===== src/rtl/tmr_cnt_ctrl.sv =====
// rtl/tmr_cnt_ctrl.sv - prescaled up/down timer counter driving status-register flag pulses
module tmr_cnt_ctrl #(
  parameter int CNT_W        = 8,
  parameter int PSC_W        = 4,
  parameter int HALT_ON_FLAG = 0
) (
  input  logic             tsr_clk,
  input  logic             tsr_reset_n,
  input  logic             cfg_en,
  input  logic             cfg_up_dn,
  input  logic [1:0]       cfg_cks,
  input  logic             cfg_load,
  input  logic [CNT_W-1:0] cfg_load_val,
  input  logic             cfg_ovf_ie,
  input  logic             cfg_udf_ie,
  input  logic [1:0]       tsr_clear_flag,
  output logic [CNT_W-1:0] cnt,
  output logic             tsr_ovf_flag,
  output logic             tsr_udf_flag,
  output logic             irq_ovf,
  output logic             irq_udf,
  output logic             busy
);

  typedef enum logic [1:0] {
    ST_IDLE = 2'd0,
    ST_RUN  = 2'd1,
    ST_HOLD = 2'd2
  } state_t;

  localparam logic [CNT_W-1:0] CNT_MAX = '1;

  state_t           state;
  state_t           state_nxt;
  logic [PSC_W-1:0] psc;
  logic [PSC_W-1:0] psc_mask;
  logic [1:0]       cks_q;
  logic             cks_chg;
  logic             tick;
  logic             psc_clr;
  logic             flag_pending;
  logic             halt_req;

  assign flag_pending = |tsr_clear_flag;
  assign halt_req     = (HALT_ON_FLAG != 0) && flag_pending;
  assign cks_chg      = (cfg_cks != cks_q);
  assign psc_mask     = PSC_W'((32'd2 << cfg_cks) - 32'd1);

  // A divider change restarts the prescale period, so a stale phase must not tick.
  assign tick = (state == ST_RUN) && !cks_chg && ((psc & psc_mask) == psc_mask);

  always_ff @(posedge tsr_clk or negedge tsr_reset_n) begin
    if (!tsr_reset_n) begin
      state <= ST_IDLE;
    end else begin
      state <= state_nxt;
    end
  end

  always_comb begin
    state_nxt = state;
    case (state)
      ST_IDLE: begin
        if (cfg_en) state_nxt = ST_RUN;
      end
      ST_RUN: begin
        if (!cfg_en)       state_nxt = ST_IDLE;
        else if (halt_req) state_nxt = ST_HOLD;
      end
      ST_HOLD: begin
        if (!cfg_en)            state_nxt = ST_IDLE;
        else if (!flag_pending) state_nxt = ST_RUN;
      end
      default: state_nxt = ST_IDLE;
    endcase
  end

  always_comb begin
    busy    = (state == ST_RUN);
    psc_clr = cfg_load || cks_chg || (state != ST_RUN) || (state_nxt != ST_RUN);
    irq_ovf = tsr_clear_flag[0] & cfg_ovf_ie;
    irq_udf = tsr_clear_flag[1] & cfg_udf_ie;
  end

  always_ff @(posedge tsr_clk or negedge tsr_reset_n) begin
    if (!tsr_reset_n) begin
      psc   <= '0;
      cks_q <= 2'b00;
    end else begin
      cks_q <= cfg_cks;
      if (psc_clr) psc <= '0;
      else         psc <= psc + PSC_W'(1);
    end
  end

  // Load wins over a coincident tick; that tick is dropped along with any flag.
  always_ff @(posedge tsr_clk or negedge tsr_reset_n) begin
    if (!tsr_reset_n) begin
      cnt          <= '0;
      tsr_ovf_flag <= 1'b0;
      tsr_udf_flag <= 1'b0;
    end else begin
      tsr_ovf_flag <= tick && !cfg_load && !cfg_up_dn && (cnt == CNT_MAX);
      tsr_udf_flag <= tick && !cfg_load &&  cfg_up_dn && (cnt == '0);
      if (cfg_load) begin
        cnt <= cfg_load_val;
      end else if (tick) begin
        if (cfg_up_dn) cnt <= cnt - CNT_W'(1);
        else           cnt <= cnt + CNT_W'(1);
      end
    end
  end

endmodule


===== config.mk =====
export PLATFORM = sky130hd
export DESIGN_NAME = tmr_cnt_ctrl
export DESIGN_NICKNAME = d
export VERILOG_FILES = /design/src/rtl/tmr_cnt_ctrl.sv
export SDC_FILE = /design/constraint.sdc
export NUM_CORES = 1
export LEC_CHECK = 0
export CORE_MARGIN = 3
export CORE_UTILIZATION = 48
export CTS_BUF_LIST = sky130_fd_sc_hd__clkbuf_4 sky130_fd_sc_hd__clkbuf_8 sky130_fd_sc_hd__clkbuf_16
export DETAILED_ROUTE_END_ITERATION = 10
export GPL_ROUTABILITY_DRIVEN = 0
export PLACE_DENSITY = 0.79
export SYNTH_ARGS = -nofsm -noshare
export SYNTH_HDL_FRONTEND = slang
export SYNTH_SLANG_ARGS = --single-unit
export TNS_END_PERCENT = 20

===== constraint.sdc =====
create_clock -name tsr_clk -period 2.2 [get_ports tsr_clk]
set_clock_uncertainty 0.1 [all_clocks]
set_input_delay 0.66 -clock tsr_clk [delete_from_list [all_inputs] [get_ports tsr_clk]]
set_output_delay 0.66 -clock tsr_clk [all_outputs]
set_load 0.005 [all_outputs]

==> results.sh <==
export IMPL_status="complete, no violations"
export IMPL_routed_via_count=1246
export IMPL_wl_per_cell_um=16.5
export IMPL_synth_warnings=0
export IMPL_hold_violations=0
export IMPL_die_y_um=56.4
export IMPL_drtIter0Drc=58
export IMPL_coreArea_sq_um=2320
export IMPL_grt_pass1_wl_mm=5.88
export IMPL_rsz0062_at_grt="no"
export IMPL_cp_buffers_inverters=2
export IMPL_seq_area_sq_um=450
export IMPL_async_flop_share=1.00
export IMPL_period_minus_slack_ns=2.16
export IMPL_dr_pass1_iters=4
export IMPL_synth_avg_cell_area_sq_um=9.69
export IMPL_grt_overflow=0
export IMPL_drive_gt1_frac=0.247
export IMPL_pre_cts_slack_ns=-0.584
export IMPL_io_pins=32
export IMPL_synth_top_cell_by_area="dfrtp_1"
export IMPL_clk_pin_slew_ns=0.11
export IMPL_worstPathMaxFanout=1
export IMPL_wl_mm=3.54
export IMPL_crit_required_ns=1.44
export IMPL_post_route_period_util=0.983
export IMPL_relSlewSlack=0.759
export IMPL_setup_viol=0
export IMPL_hpwl_mm=2.63
export IMPL_fmax_ghz=0.462
export IMPL_cts_htree_levels=1
export IMPL_path_cells="clkdlybuf4s50_1 > and2_1 > clkdlybuf4s15_1"
export IMPL_ys_top_cells_by_count="18 x dfrtp_1, 12 x nand2_1, 9 x nor2_1"
export IMPL_yosysSeqAreaShare=0.369
export IMPL_slowest_stage="clkdlybuf4s50_1"
export IMPL_reg2reg_slack_ns=0.16
export IMPL_grt_max_degree=19
export IMPL_worst_slack_ns=0.0372
export IMPL_critPathMaxStageDelay_ns=0.44
export IMPL_synth_top_area_frac=0.369
export IMPL_post_synth_top_count_cell="dfrtp_1"
export IMPL_dieArea_sq_um=3190
export IMPL_crit_arrival_ns=1.40
export IMPL_syn_nets=153
export IMPL_power_density_nw_per_um2=491
export IMPL_peakVddDrop_v=0.000457
export IMPL_synth_main_ff_cell="dfrtp_1"
export IMPL_synthDistinctLibCells=44
export IMPL_critPathTopFamily="buffers and inverters"
export IMPL_rows=17
export IMPL_insertion_delay_ns=0.29
export IMPL_nets=214
export IMPL_synth_seq_cells=18
export IMPL_syn_instance_count=126
export IMPL_cts_tree="built"
export IMPL_p_leak_nw=0.848
export IMPL_cts_sinks=18
export IMPL_initial_core_util=0.527
export IMPL_crit_type="in2out"
export IMPL_antenna_left=0
export IMPL_multi_input_area_sq_um=777
export IMPL_nFillCells=144
export IMPL_portBuffers=31
export IMPL_drv_slew=0
export IMPL_cts_root_buf="clkbuf_4"
export IMPL_synth_area_leaders="dfrtp_1 37%, ha_1 7.2%, nand2_1 3.7%, xnor2_1 3.6%, nor2_1 2.8%"
export IMPL_endpoint_kind="primary output"
export IMPL_grt_use_total=0.229
export IMPL_min_path_type="reg2reg"
export IMPL_drc=0
export IMPL_vias_per_cell=5.82
export IMPL_antenna_found_initial=0
export IMPL_die_w_um=56.4
export IMPL_cts_buffers_inserted=3
export IMPL_grt_pass1_vias=1311
export IMPL_area_growth_pct=50.4
export IMPL_startpoint_type="input pin"
export IMPL_synthesis_area_sq_um=1220
export IMPL_diodes=0
export IMPL_tightest_slew_ns=0.359
export IMPL_power_mw=0.902
export IMPL_cts_buffer_depth=2
export IMPL_synth_edf_count=0
export IMPL_cap_viol_max_count=0
## layer usage
| metal | vias up | part of all wire | global-route usage |
|---|---|---|---|
| met1 | 591 | 0.41 | 0.276 |
| met5 | - | 0 | 0 |
| met3 | 11 | 0.072 | 0.0368 |
| li1 | 586 | - | - |
| met2 | 58 | 0.50 | 0.413 |
| met4 | 0 | 0.016 | 0.0712 |
## report_power, final
group / internal, mW / total (mW) / switching (mW)
registers: 0.348 / 0.378 / 0.0292
logic: 0.177 / 0.315 / 0.138
clock network: 0.101 / 0.209 / 0.108
total: 0.626 / 0.902 / 0.276
## registers in the layout, indices dropped and copies added (netlist names)
| register | flops |
|---|---|
| cks_q | 2 |
| cnt | 8 |
| psc | 4 |
| state | 2 |
| tsr_ovf_flag | 1 |
| tsr_udf_flag | 1 |
## final cells by class
cell class,instances,share of cell area
flip-flops and latches,18,0.245
repair buffers,57,0.279
well taps,28,0.0191
clock buffers,4,0.0198
inverters,7,0.0143
multi-input cells,100,0.423
## layout by cell type (no fill, tap or decap), drive strengths merged, types with 2 or more instances in the layout
| cell type | Yosys | layout |
|---|---|---|
| a31oi | 3 | 3 |
| nor4 | 4 | 4 |
| mux2i | 3 | 3 |
| inv | 7 | 7 |
| xnor2 | 7 | 7 |
| and3 | 3 | 3 |
| dlymetal6s2s | 0 | 2 |
| dfrtp | 18 | 18 |
| nand2 | 13 | 13 |
| o21ai | 8 | 8 |
| nor2 | 9 | 9 |
| nor3 | 4 | 4 |
| o21bai | 2 | 2 |
| o221ai | 2 | 2 |
| nand3 | 5 | 5 |
| ha | 7 | 7 |
| a21oi | 3 | 3 |
| nor2b | 2 | 2 |
| buf | 0 | 26 |
| clkdlybuf4s50 | 0 | 25 |
| or3 | 3 | 3 |
| clkbuf | 1 | 6 |
| and2 | 4 | 4 |
| a211oi | 2 | 2 |
## kinds of logic (layout without fill, tap and decap cells)
logic type | Yosys count | after routing | share of synthesized area
buffers and inverters | 8 | 68 | 0.0246
XOR/XNOR | 8 | 8 | 0.0697
AO/OA/AOI/OAI | 28 | 28 | 0.164
multiplexers | 4 | 4 | 0.0338
adder cells (fa/ha/maj) | 8 | 8 | 0.0881
flip-flops | 18 | 18 | 0.369
AND/OR/NAND/NOR | 52 | 52 | 0.251
## repair_timing
item,in CTS,in global routing
gates resized for setup,10,6
buffers inserted,2,1
hold buffers,0,0
setup endpoints to repair,10,12
pin swaps,4,2
## path summary, 6_finish.rpt
kind / to / cells after the start / from
worst max-delay path: irq_udf / 3 / cfg_udf_ie
worst min-delay path: state[1] / 1 / state[0]
worst max register to register: cnt[7] / 6 / cnt[1]
worst min register to register: state[1] / 1 / state[0]
max in group asynchronous: state[0] / 2 / tsr_reset_n
min in group asynchronous: cnt[6] / 2 / tsr_reset_n
## stage by stage
stage / hold slack, ns / std cells / util / instance area, sq um / setup TNS [ns]
2_1_floorplan: 0.264 / 126 / - / 1220 / 0
3_3_place_gp: 0.351 / 207 / 0.749 / 1740 / -3.67
3_5_place_dp: 0.358 / 207 / 0.749 / 1740 / -4.50
4_1_cts: 0.380 / 213 / 0.780 / 1810 / -0.0120
5_1_grt: 0.433 / 214 / 0.792 / 1840 / 0
6_report: 0.389 / 214 / 0.792 / 1840 / 0
Note: power is estimated with default switching activity, not from simulation.
